===== src/rtl/branch_control_unit_if.sv =====
// ============================================================================
// Module   : branch_control_unit_if
// Brief    : Control bus between sequencer, instruction/flag registers and datapath
// Revision : 1.0 - initial release
// ============================================================================
`default_nettype none

interface branch_control_unit_if #(
    parameter int IR_W     = 16,
    parameter int NUM_REGS = 8
) ();
    logic                run;
    logic [IR_W-1:0]     IR_out;
    logic                cout;
    logic                z_flag;
    logic                n_flag;
    logic                mem_ready;
    logic [3:0]          sel;
    logic [1:0]          op;
    logic                add_sub_ctrl;
    logic                IR_in;
    logic                A_in;
    logic                G_in;
    logic                F_in;
    logic                ADDR_in;
    logic                DOUT_in;
    logic                PC_in;
    logic [NUM_REGS-1:0] RX_in;
    logic                pc_incr;
    logic                W_inp;
    logic                done;
    logic                busy;
    logic                illegal;

    modport master (
        input  run, IR_out, cout, z_flag, n_flag, mem_ready,
        output sel, op, add_sub_ctrl, IR_in, A_in, G_in, F_in, ADDR_in,
               DOUT_in, PC_in, RX_in, pc_incr, W_inp, done, busy, illegal
    );

    modport slave (
        output run, IR_out, cout, z_flag, n_flag, mem_ready,
        input  sel, op, add_sub_ctrl, IR_in, A_in, G_in, F_in, ADDR_in,
               DOUT_in, PC_in, RX_in, pc_incr, W_inp, done, busy, illegal
    );
endinterface

`default_nettype wire


===== src/rtl/branch_control_unit.sv =====
// ============================================================================
// Module   : branch_control_unit
// Brief    : Fetch/decode/execute sequencer with PC-relative branches and memory wait states
// Revision : 1.0 - initial release
// ============================================================================
`default_nettype none

module branch_control_unit #(
    parameter int IR_W     = 16,
    parameter int NUM_REGS = 8,
    parameter int MEM_WAIT = 1
) (
    input  wire logic               clk,
    input  wire logic               reset_n,
    branch_control_unit_if.master   bus
);
    localparam logic [2:0] c_OP_MV  = 3'b000;
    localparam logic [2:0] c_OP_MVT = 3'b001;
    localparam logic [2:0] c_OP_ADD = 3'b010;
    localparam logic [2:0] c_OP_SUB = 3'b011;
    localparam logic [2:0] c_OP_LD  = 3'b100;
    localparam logic [2:0] c_OP_ST  = 3'b101;
    localparam logic [2:0] c_OP_AND = 3'b110;
    localparam logic [2:0] c_OP_B   = 3'b111;

    localparam logic [3:0] c_SEL_PC  = 4'(NUM_REGS - 1);
    localparam logic [3:0] c_SEL_IMM = 4'b1000;
    localparam logic [3:0] c_SEL_G   = 4'b1001;
    localparam logic [3:0] c_SEL_DIN = 4'b1010;

    localparam logic [NUM_REGS-1:0] c_ONE = {{(NUM_REGS-1){1'b0}}, 1'b1};

    typedef enum logic [2:0] {
        S_IDLE = 3'd0,
        S_T0   = 3'd1,
        S_T1   = 3'd2,
        S_T2   = 3'd3,
        S_T3   = 3'd4,
        S_T4   = 3'd5,
        S_T5   = 3'd6
    } state_t;

    state_t              r_state;
    state_t              w_next;

    logic [2:0]          w_inst;
    logic                w_imm;
    logic [2:0]          w_rx;
    logic [2:0]          w_ry;
    logic                w_mem_rdy;
    logic                w_rx_bad;
    logic                w_ry_bad;
    logic                w_ry_used;
    logic                w_illegal;
    logic [3:0]          w_sel_rx;
    logic [3:0]          w_sel_ry;
    logic [NUM_REGS-1:0] w_rx_wr;
    logic                w_cond;
    logic                w_fin;
    logic                w_unused_ir;

    logic [3:0]          w_sel;
    logic [1:0]          w_op;
    logic                w_asc;
    logic                w_ir_in;
    logic                w_a_in;
    logic                w_g_in;
    logic                w_f_in;
    logic                w_addr_in;
    logic                w_dout_in;
    logic                w_pc_in;
    logic [NUM_REGS-1:0] w_rx_in;
    logic                w_pc_incr;
    logic                w_w_inp;
    logic                w_ill_o;

    assign w_inst      = bus.IR_out[IR_W-1 -: 3];
    assign w_imm       = bus.IR_out[IR_W-4];
    assign w_rx        = bus.IR_out[IR_W-5 -: 3];
    assign w_ry        = bus.IR_out[2:0];
    assign w_unused_ir = ^{bus.IR_out[IR_W-8:3], bus.mem_ready};
    assign w_mem_rdy   = (MEM_WAIT == 0) ? 1'b1 : bus.mem_ready;

    // Out-of-range register fields read as R0 and never produce a register write.
    assign w_rx_bad  = (int'(w_rx) >= NUM_REGS);
    assign w_ry_bad  = (int'(w_ry) >= NUM_REGS);
    assign w_ry_used = ((w_inst == c_OP_MV) && !w_imm) ||
                       (((w_inst == c_OP_ADD) || (w_inst == c_OP_SUB) ||
                         (w_inst == c_OP_AND)) && !w_imm) ||
                       (w_inst == c_OP_LD) || (w_inst == c_OP_ST);
    assign w_illegal = ((w_inst != c_OP_B) && w_rx_bad) || (w_ry_used && w_ry_bad);
    assign w_sel_rx  = w_rx_bad ? 4'd0 : {1'b0, w_rx};
    assign w_sel_ry  = w_ry_bad ? 4'd0 : {1'b0, w_ry};
    assign w_rx_wr   = w_illegal ? '1 : ~(c_ONE << w_rx);

    always_comb begin
        w_cond = 1'b0;
        case (w_rx)
            3'd0:    w_cond = 1'b1;
            3'd1:    w_cond = bus.z_flag;
            3'd2:    w_cond = !bus.z_flag;
            3'd3:    w_cond = !bus.cout;
            3'd4:    w_cond = bus.cout;
            3'd5:    w_cond = !bus.n_flag;
            3'd6:    w_cond = bus.n_flag;
            default: w_cond = 1'b0;
        endcase
    end

    always_ff @(posedge clk or negedge reset_n) begin
        if (!reset_n) r_state <= S_IDLE;
        else          r_state <= w_next;
    end

    always_comb begin
        w_next    = r_state;
        w_sel     = 4'd0;
        w_op      = 2'b00;
        w_asc     = 1'b0;
        w_ir_in   = 1'b1;
        w_a_in    = 1'b1;
        w_g_in    = 1'b1;
        w_f_in    = 1'b1;
        w_addr_in = 1'b1;
        w_dout_in = 1'b1;
        w_pc_in   = 1'b1;
        w_rx_in   = '1;
        w_pc_incr = 1'b0;
        w_w_inp   = 1'b0;
        w_ill_o   = 1'b0;
        w_fin     = 1'b0;
        case (r_state)
            S_IDLE: if (bus.run) w_next = S_T0;
            S_T0: begin
                w_sel     = c_SEL_PC;
                w_addr_in = 1'b0;
                w_pc_incr = 1'b1;
                w_next    = S_T1;
            end
            S_T1: if (w_mem_rdy) w_next = S_T2;
            S_T2: begin
                w_ir_in = 1'b0;
                w_next  = S_T3;
            end
            S_T3: begin
                w_ill_o = w_illegal;
                case (w_inst)
                    c_OP_MV: begin
                        w_sel   = w_imm ? c_SEL_IMM : w_sel_ry;
                        w_rx_in = w_rx_wr;
                        w_fin   = 1'b1;
                    end
                    c_OP_MVT: begin
                        w_sel   = c_SEL_IMM;
                        w_rx_in = w_rx_wr;
                        w_fin   = 1'b1;
                    end
                    c_OP_ADD, c_OP_SUB, c_OP_AND: begin
                        w_sel  = w_sel_rx;
                        w_a_in = 1'b0;
                        w_next = S_T4;
                    end
                    c_OP_LD, c_OP_ST: begin
                        w_sel     = w_sel_ry;
                        w_addr_in = 1'b0;
                        w_next    = S_T4;
                    end
                    default: begin
                        if (w_cond) begin
                            w_sel  = c_SEL_PC;
                            w_a_in = 1'b0;
                            w_next = S_T4;
                        end else begin
                            w_fin = 1'b1;
                        end
                    end
                endcase
            end
            S_T4: begin
                case (w_inst)
                    c_OP_ADD, c_OP_SUB, c_OP_AND: begin
                        w_sel  = w_imm ? c_SEL_IMM : w_sel_ry;
                        w_g_in = 1'b0;
                        w_f_in = 1'b0;
                        w_asc  = (w_inst == c_OP_SUB);
                        w_op   = (w_inst == c_OP_AND) ? 2'b01 : 2'b00;
                        w_next = S_T5;
                    end
                    c_OP_ST: begin
                        w_sel     = w_sel_rx;
                        w_dout_in = 1'b0;
                        w_w_inp   = 1'b1;
                        w_fin     = w_mem_rdy;
                    end
                    c_OP_LD: if (w_mem_rdy) w_next = S_T5;
                    c_OP_B: begin
                        // Branch target = PC + immediate offset; flags must not change.
                        w_sel  = c_SEL_IMM;
                        w_g_in = 1'b0;
                        w_next = S_T5;
                    end
                    default: w_next = S_IDLE;
                endcase
            end
            S_T5: begin
                case (w_inst)
                    c_OP_ADD, c_OP_SUB, c_OP_AND: begin
                        w_sel   = c_SEL_G;
                        w_rx_in = w_rx_wr;
                        w_fin   = 1'b1;
                    end
                    c_OP_LD: begin
                        w_sel   = c_SEL_DIN;
                        w_rx_in = w_rx_wr;
                        w_fin   = 1'b1;
                    end
                    c_OP_B: begin
                        w_sel   = c_SEL_G;
                        w_pc_in = 1'b0;
                        w_fin   = 1'b1;
                    end
                    default: w_next = S_IDLE;
                endcase
            end
            default: w_next = S_IDLE;
        endcase
        if (w_fin) w_next = bus.run ? S_T0 : S_IDLE;
    end

    assign bus.sel          = w_sel;
    assign bus.op           = w_op;
    assign bus.add_sub_ctrl = w_asc;
    assign bus.IR_in        = w_ir_in;
    assign bus.A_in         = w_a_in;
    assign bus.G_in         = w_g_in;
    assign bus.F_in         = w_f_in;
    assign bus.ADDR_in      = w_addr_in;
    assign bus.DOUT_in      = w_dout_in;
    assign bus.PC_in        = w_pc_in;
    assign bus.RX_in        = w_rx_in;
    assign bus.pc_incr      = w_pc_incr;
    assign bus.W_inp        = w_w_inp;
    assign bus.done         = w_fin;
    assign bus.busy         = (r_state != S_IDLE);
    assign bus.illegal      = w_ill_o;

endmodule

`default_nettype wire

===== src/flat_wrapper.sv =====
// flat-port wrapper written by rule: the top's interface ports become plain ports
module branch_control_unit_flat 
#(
    parameter int IR_W     = 16,
    parameter int NUM_REGS = 8,
    parameter int MEM_WAIT = 1
)
  (clk, reset_n, bus_run, bus_IR_out, bus_cout, bus_z_flag, bus_n_flag, bus_mem_ready, bus_sel, bus_op, bus_add_sub_ctrl, bus_IR_in, bus_A_in, bus_G_in, bus_F_in, bus_ADDR_in, bus_DOUT_in, bus_PC_in, bus_RX_in, bus_pc_incr, bus_W_inp, bus_done, bus_busy, bus_illegal);
  branch_control_unit_if #(.IR_W(IR_W), .NUM_REGS(NUM_REGS)) bus_i ();
  input  wire logic clk;
  input  wire logic reset_n;
  input wire logic [$bits(bus_i.run)-1:0] bus_run;
  input wire logic [$bits(bus_i.IR_out)-1:0] bus_IR_out;
  input wire logic [$bits(bus_i.cout)-1:0] bus_cout;
  input wire logic [$bits(bus_i.z_flag)-1:0] bus_z_flag;
  input wire logic [$bits(bus_i.n_flag)-1:0] bus_n_flag;
  input wire logic [$bits(bus_i.mem_ready)-1:0] bus_mem_ready;
  output wire logic [$bits(bus_i.sel)-1:0] bus_sel;
  output wire logic [$bits(bus_i.op)-1:0] bus_op;
  output wire logic [$bits(bus_i.add_sub_ctrl)-1:0] bus_add_sub_ctrl;
  output wire logic [$bits(bus_i.IR_in)-1:0] bus_IR_in;
  output wire logic [$bits(bus_i.A_in)-1:0] bus_A_in;
  output wire logic [$bits(bus_i.G_in)-1:0] bus_G_in;
  output wire logic [$bits(bus_i.F_in)-1:0] bus_F_in;
  output wire logic [$bits(bus_i.ADDR_in)-1:0] bus_ADDR_in;
  output wire logic [$bits(bus_i.DOUT_in)-1:0] bus_DOUT_in;
  output wire logic [$bits(bus_i.PC_in)-1:0] bus_PC_in;
  output wire logic [$bits(bus_i.RX_in)-1:0] bus_RX_in;
  output wire logic [$bits(bus_i.pc_incr)-1:0] bus_pc_incr;
  output wire logic [$bits(bus_i.W_inp)-1:0] bus_W_inp;
  output wire logic [$bits(bus_i.done)-1:0] bus_done;
  output wire logic [$bits(bus_i.busy)-1:0] bus_busy;
  output wire logic [$bits(bus_i.illegal)-1:0] bus_illegal;
  assign bus_i.run = bus_run;
  assign bus_i.IR_out = bus_IR_out;
  assign bus_i.cout = bus_cout;
  assign bus_i.z_flag = bus_z_flag;
  assign bus_i.n_flag = bus_n_flag;
  assign bus_i.mem_ready = bus_mem_ready;
  assign bus_sel = bus_i.sel;
  assign bus_op = bus_i.op;
  assign bus_add_sub_ctrl = bus_i.add_sub_ctrl;
  assign bus_IR_in = bus_i.IR_in;
  assign bus_A_in = bus_i.A_in;
  assign bus_G_in = bus_i.G_in;
  assign bus_F_in = bus_i.F_in;
  assign bus_ADDR_in = bus_i.ADDR_in;
  assign bus_DOUT_in = bus_i.DOUT_in;
  assign bus_PC_in = bus_i.PC_in;
  assign bus_RX_in = bus_i.RX_in;
  assign bus_pc_incr = bus_i.pc_incr;
  assign bus_W_inp = bus_i.W_inp;
  assign bus_done = bus_i.done;
  assign bus_busy = bus_i.busy;
  assign bus_illegal = bus_i.illegal;
  branch_control_unit #(.IR_W(IR_W), .NUM_REGS(NUM_REGS), .MEM_WAIT(MEM_WAIT)) u_core (.clk(clk), .reset_n(reset_n), .bus(bus_i));
endmodule

===== config.mk =====
export PLATFORM = sky130hd
export DESIGN_NAME = branch_control_unit_flat
export DESIGN_NICKNAME = d
export VERILOG_FILES = /design/src/rtl/branch_control_unit_if.sv /design/src/rtl/branch_control_unit.sv /design/src/flat_wrapper.sv
export SDC_FILE = /design/constraint.sdc
export NUM_CORES = 1
export LEC_CHECK = 0
export ABC_AREA = 0
export CORE_MARGIN = 5
export CORE_UTILIZATION = 35
export DETAILED_ROUTE_END_ITERATION = 8
export PLACE_DENSITY_LB_ADDON = 0.3
export SLEW_MARGIN = 0
export SYNTH_ARGS = -nofsm -noshare
export SYNTH_HDL_FRONTEND = slang
export SYNTH_SLANG_ARGS = --single-unit

===== constraint.sdc =====
create_clock -name clk -period 2.5 [get_ports clk]
set_input_delay 0.5 -clock clk [delete_from_list [all_inputs] [get_ports clk]]
set_output_delay 0.5 -clock clk [all_outputs]
set_load 0.01 [all_outputs]

# ---- Word level (Yosys, flattened, before mapping)
# Index checks and enable logic that the tools add are counted.
dict set report op_classes {
  n_eq_ne 26
  n_shift 1
  n_mux 46
  bitwise 1
  n_reduce_logical 16
}
# cell count
set op_table {}
lappend op_table {{one-hot mux 4 bit (4 select lines)} 2}
lappend op_table {{equality test 3 bit (second input constant)} 10}
lappend op_table {{two-way mux 1 bit} 21}
lappend op_table {{two-way mux 3 bit} 7}
lappend op_table {{one-hot mux 3 bit (7 select lines)} 1}
lappend op_table {{equality test 3 x 2 -> 1 bit (second input constant)} 6}
lappend op_table {{two-way mux 8 bit} 2}
lappend op_table {{one-hot mux 8 bit (2 select lines)} 1}
lappend op_table {{!= test 3 bit (second input constant)} 5}
lappend op_table {{one-hot mux 4 bit (3 select lines)} 1}
lappend op_table {{OR reduction 4 bit} 3}
lappend op_table {{OR reduction 5 bit} 2}
lappend op_table {{equality test 3 x 1 -> 1 bit (second input constant)} 3}
lappend op_table {{zero test 3 bit} 3}
lappend op_table {{one-hot mux 3 bit (3 select lines)} 1}
lappend op_table {{NOT 8 bit} 1}
lappend op_table {{one-hot mux 4 bit (2 select lines)} 1}
lappend op_table {{<< shifter 1 x 3 -> 8 bit (first input constant)} 1}
lappend op_table {{one-hot mux 1 bit (7 select lines)} 1}
lappend op_table {{AND reduction 7 bit} 1}
lappend op_table {{one-hot mux 1 bit (2 select lines)} 3}
lappend op_table {{one-hot mux 3 bit (2 select lines)} 1}
lappend op_table {{two-way mux 2 bit} 2}
lappend op_table {{two-way mux 4 bit} 1}
lappend op_table {{other kinds (7)} 10}
dict set report word_totals {
  reg_bits 3
  in_bits 23
  output_inout_bits 27
  elab_cells 91
}

# ---- Depth between registers and ports, before layout
dict set report logic_depth {
  ltp_word 7
  mapped_depth 7
  depth_no_buf 5
}

# ---- Worst setup path before layout
# No wires, ideal clock.
dict set report synth_path {
  path_kind {input -> output}
  from {input port bus_IR_out[14]}
  to {output port bus_sel[1]}
  arrival_ns 1.621
  required_time_ns 2.000
  slack_ns 0.379
  stages 5
  path_buffers 1
  path_cell_list {buf_2 -> mux2_2 -> a221oi_1 -> nor4_1 -> a311o_1}
}
dict set report synth_between {
  elab_chain_len 4
  word_cells_on_any_way 15
  cone_classes {eq/ne (7); mux (4); reduce/logical (4)}
}
# element line_no
set synth_rtl {}
lappend synth_rtl {{from (decl)} flat_wrapper.sv:13} ;# input wire logic [$bits(bus_i.IR_out)-1:0] bus_IR_out;
lappend synth_rtl {{equality test 3 bit (tied with other cells)} -}
lappend synth_rtl {{OR reduction 3 bit (tied with other cells)} -}
lappend synth_rtl {{one-hot mux 4 bit (4 select lines) (tied with other cells)} branch_control_unit.sv:147} ;# case (w_inst)
lappend synth_rtl {{one-hot mux 4 bit (4 select lines) *} branch_control_unit.sv:132} ;# case (r_state)
lappend synth_rtl {{to (decl)} flat_wrapper.sv:18} ;# output wire logic [$bits(bus_i.sel)-1:0] bus_sel;
# Mark *: on every way between the ends. The rest lies on a longest branch, timed or not.

# ---- Worst setup path after layout
dict set report layout_path {
  from {input port bus_IR_out[1]}
  to {output port bus_sel[1]}
}
dict set report layout_between {
  elab_chain_len 3
  word_cells_on_any_way 4
  cone_classes {mux (4)}
}
# element line_no
set layout_rtl {}
lappend layout_rtl {{two-way mux 4 bit} {branch_control_unit.sv:149, branch_control_unit.sv:182}}
lappend layout_rtl {{one-hot mux 4 bit (4 select lines) / one-hot mux 4 bit (3 select lines) (equally long branches)} {branch_control_unit.sv:147, branch_control_unit.sv:180}}
lappend layout_rtl {{one-hot mux 4 bit (4 select lines) *} branch_control_unit.sv:132}
# Marks and branches as above.

==> impl_metrics.py <==
metrics = {
    "global_routing": {
        "grt_max_degree": 18,
        "grt-ovfl-total": 0,
        "grt_pass1_vias": 1218,
        "antenna_found_initial": 0,
        "grt_pass1_wl_mm": 5.333,
        "grtUsageTotal": 0.2020,
    },
    "worst_setup_path": {
        "r2r-end": "u_core.r_state[2]",
        "cp_cell_sequence": "clkdlybuf4s50_1 > mux2_2 > a221oi_2 > nor4_1 > a311o_1 > clkbuf_2",
        "crit_path_top_delay_cell": "clkdlybuf4s50_1",
        "r2r_setup_slack_ps": 820,
        "r2r_start": "u_core.r_state[0]",
        "crit_path_start_kind": "input port",
        "path_max_fanout": 2,
        "endpoint_kind": "output pin",
        "cp_data_required_time_ps": 2000,
        "rr_worst_depth": 6,
        "crit_path_max_incr_delay_ps": 410,
        "crit_arrival_ps": 1940,
        "worstSetupPathType": "in2out",
    },
    "layout": {
        "nets": 208,
        "largest-register": "u_core.r_state",
        "syn_to_final_growth_pct": 94.76,
        "drive_gt1_frac": 0.3859,
        "layout_common_cells": "buf_4, nand2_1, clkdlybuf4s50_1, dlygate4sd2_1, nor2_1",
        "largest_register_ffs": 3,
        "layout_commonest_cell": "buf_4",
        "reg.largest.list": "u_core.r_state x3",
        "antenna_cells": 0,
        "final_util": 0.7279,
        "postLayoutCellArea_mm2": 0.001443,
    },
    "synth": {
        "ys_warn_count": 0,
        "synth_seq_cells": 3,
        "avgSynthCellArea_um2": 6.385,
        "yosysUniqueCellTypes": 45,
        "syn_inst": 116,
        "ys_seq_area_frac": 0.1014,
        "syn_area_um2": 740.7,
    },
    "power": {
        "sw_frac_of_total": 0.4739,
        "power.share.sequential": 0.095,
        "ir_worst_vdd_v": 0.0004609,
        "power.internal_uw": 480.4,
        "power_frac_clock": 0.093,
        "switchingPower_uw": 432.8,
        "power.density_mw_per_mm2": 633.0,
        "power_frac_comb": 0.812,
        "p_leak_nw": 0.6145,
    },
    "timing": {
        "hold_viol_final": 0,
        "fin_crit_ps": 2442,
        "clock.fmax_mhz": 409.5,
        "finalCritPeriodShare": 0.9768,
        "fin_setup_tns_ps": 0,
        "finalSetupViolations": 0,
        "hold-worst-slack_ps": 452.9,
        "setup_ws_ps": 57.91,
        "maxSlewViolCount": 0,
        "skew_ps": 0.7162,
        "rsz0062_at_grt": "no",
    },
    "die": {
        "die_area_mm2": 0.003137,
        "io_pins": 50,
        "chipWidth_um": 56.01,
        "start_util": 0.3737,
        "num_rows": 16,
        "die-height_um": 56.01,
        "core_mm2": 0.001982,
    },
    "placed_design": {
        "place_area_mm2": 0.001348,
        "portBuffers": 41,
        "gp_congestion": 0.9677,
        "place_ws_ps": -610.3,
        "dp_hpwl_mm": 2.425,
    },
    "clock_network": {
        "cts_buffers": 3,
        "insertion_delay_ps": 230,
        "clockRootBuffer": "clkbuf_4",
        "clk_pin_slew_ps": 40,
        "cts_tree": "yes",
        "ctsLongestPathBuffers": 2,
        "htree_levels": 1,
        "cts.sinks": 3,
    },
    "drt": {
        "vias_per_cell": 5.436,
        "num_vias": 1147,
        "drt_pass1_iterations": 4,
        "drtIter0Drc": 46,
        "wl_per_cell_um": 14.61,
        "ant_nets": 0,
        "drc": 0,
        "wl_mm": 3.082,
    },
    "run_status": {
        "outcome": "finished, final reports clean",
    },
    "flow_run": {
        "drv_cap": 0,
    },
    "hold_path": {
        "hold_class": "in2async",
    },
}
kinds of logic (layout without fill, tap and decap cells):
kind of cell / after synthesis / after routing / synth area share
AOI/OAI and AO/OA: 31 / 31 / 0.3243
adders and majority gates: 1 / 1 / 0.01351
buffers and inverters: 18 / 85 / 0.1199
DFF: 3 / 3 / 0.1013
muxes: 2 / 2 / 0.02872
other: 1 / 2 / 0.005063
and+or+nand+nor: 60 / 60 / 0.4071
final cells by class:
cell class | count | area [um^2]
multi-input cells | 96 | 674.4
repair buffers | 75 | 610.6
fillers | 154 | 539.3
flip-flops and latches | 3 | 75.07
well taps | 27 | 33.78
clock buffers | 4 | 26.28
inverters | 6 | 22.52
power by group through the flow:
stage | sequential (mW) | combinational, mW | clock [mW]
after CTS | 0.0873 | 0.712 | 0.0844
after global placement | 0.0878 | 0.703 | 0
after detailed placement | 0.0874 | 0.715 | 0
after global routing | 0.0915 | 0.808 | 0.0900
after floorplan | 0.0805 | 0.394 | 0
final | 0.0870 | 0.741 | 0.0849
through the flow:
| step | cells | power [mW] |
|---|---|---|
| floorplan | 117 | 0.4750 |
| global placement | 203 | 0.7906 |
| detailed placement | 203 | 0.8020 |
| CTS | 209 | 0.8839 |
| global route | 211 | 0.9897 |
| finish | 211 | 0.9132 |
critical path: cells and delay by family:
| kind | cells | cell delay, ps |
|---|---|---|
| and+or+nand+nor | 1 | 80 |
| muxes | 1 | 280 |
| AOI/OAI and AO/OA | 2 | 540 |
| buffers and inverters | 2 | 540 |
per-layer routing:
layer,GRT usage,share of wire,vias to the layer above
met5,0,0,-
met4,0.09153,0.018,0
met3,0.03016,0.075,8
met2,0.3489,0.48,57
met1,0.2431,0.42,521
li1,-,-,561
synthesized netlist by cell type:
cell      number  share of area
nor4_1         3          0.025
o31ai_2        1          0.017
nand2_1       15          0.076
conb_1         1         0.0051
inv_1          5          0.025
nor2_1        13          0.066
nand2b_1       3          0.025
mux2i_1        1          0.014
a21oi_2        1          0.012
a221oi_1       1          0.012
nand3b_1       2          0.020
nor3_1         4          0.027
buf_2          5          0.034
a32oi_1        3          0.035
o21ai_0        3          0.020
nand3_1        5          0.034
o221ai_1       1          0.012
nor2b_1        6          0.051
a311oi_2       1          0.020
a31oi_1        1         0.0085
o21bai_1       1          0.010
or2_1          1         0.0085
o22ai_1        3          0.025
nand4b_1       1          0.012
a21oi_1        7          0.047
buf_1          1         0.0051
and3_1         1         0.0085
a211oi_1       1          0.010
dfrtp_1        3           0.10
maj3_1         1          0.014
buf_4          4          0.041
a221o_1        1          0.014
mux2_2         1          0.015
a221o_2        1          0.015
and2_1         2          0.017
a21o_1         1          0.010
o211ai_1       1          0.010
o31a_1         1          0.012
clkbuf_1       2          0.010
nand4_1        1         0.0085
nor4b_1        1          0.012
or3_1          2          0.017
inv_2          1         0.0051
a311o_1        1          0.014
a221oi_2       1          0.020
how the worst max path moves through the flow:
stage	start	to	slack, ps	depth (start not counted)
after floorplan	bus_IR_out[14]	bus_sel[1]	380	5
after global placement	bus_IR_out[10]	bus_sel[1]	-530	7
after detailed placement	bus_IR_out[10]	bus_sel[1]	-610	7
after CTS	bus_IR_out[10]	bus_sel[1]	-110	7
after global routing	bus_IR_out[1]	bus_sel[1]	7	6
final	bus_IR_out[1]	bus_sel[1]	60	6
timing repair:
| item | CTS | global route |
|---|---|---|
| hold buffers | 0 | 0 |
| pin swaps | 7 | 6 |
| gates resized for setup | 54 | 22 |
| endpoints found under the setup margin | 22 | 12 |
| setup buffers | 2 | 2 |
| endpoints found under the hold margin | 0 | 0 |
Note: power is estimated with default switching activity, not from simulation.
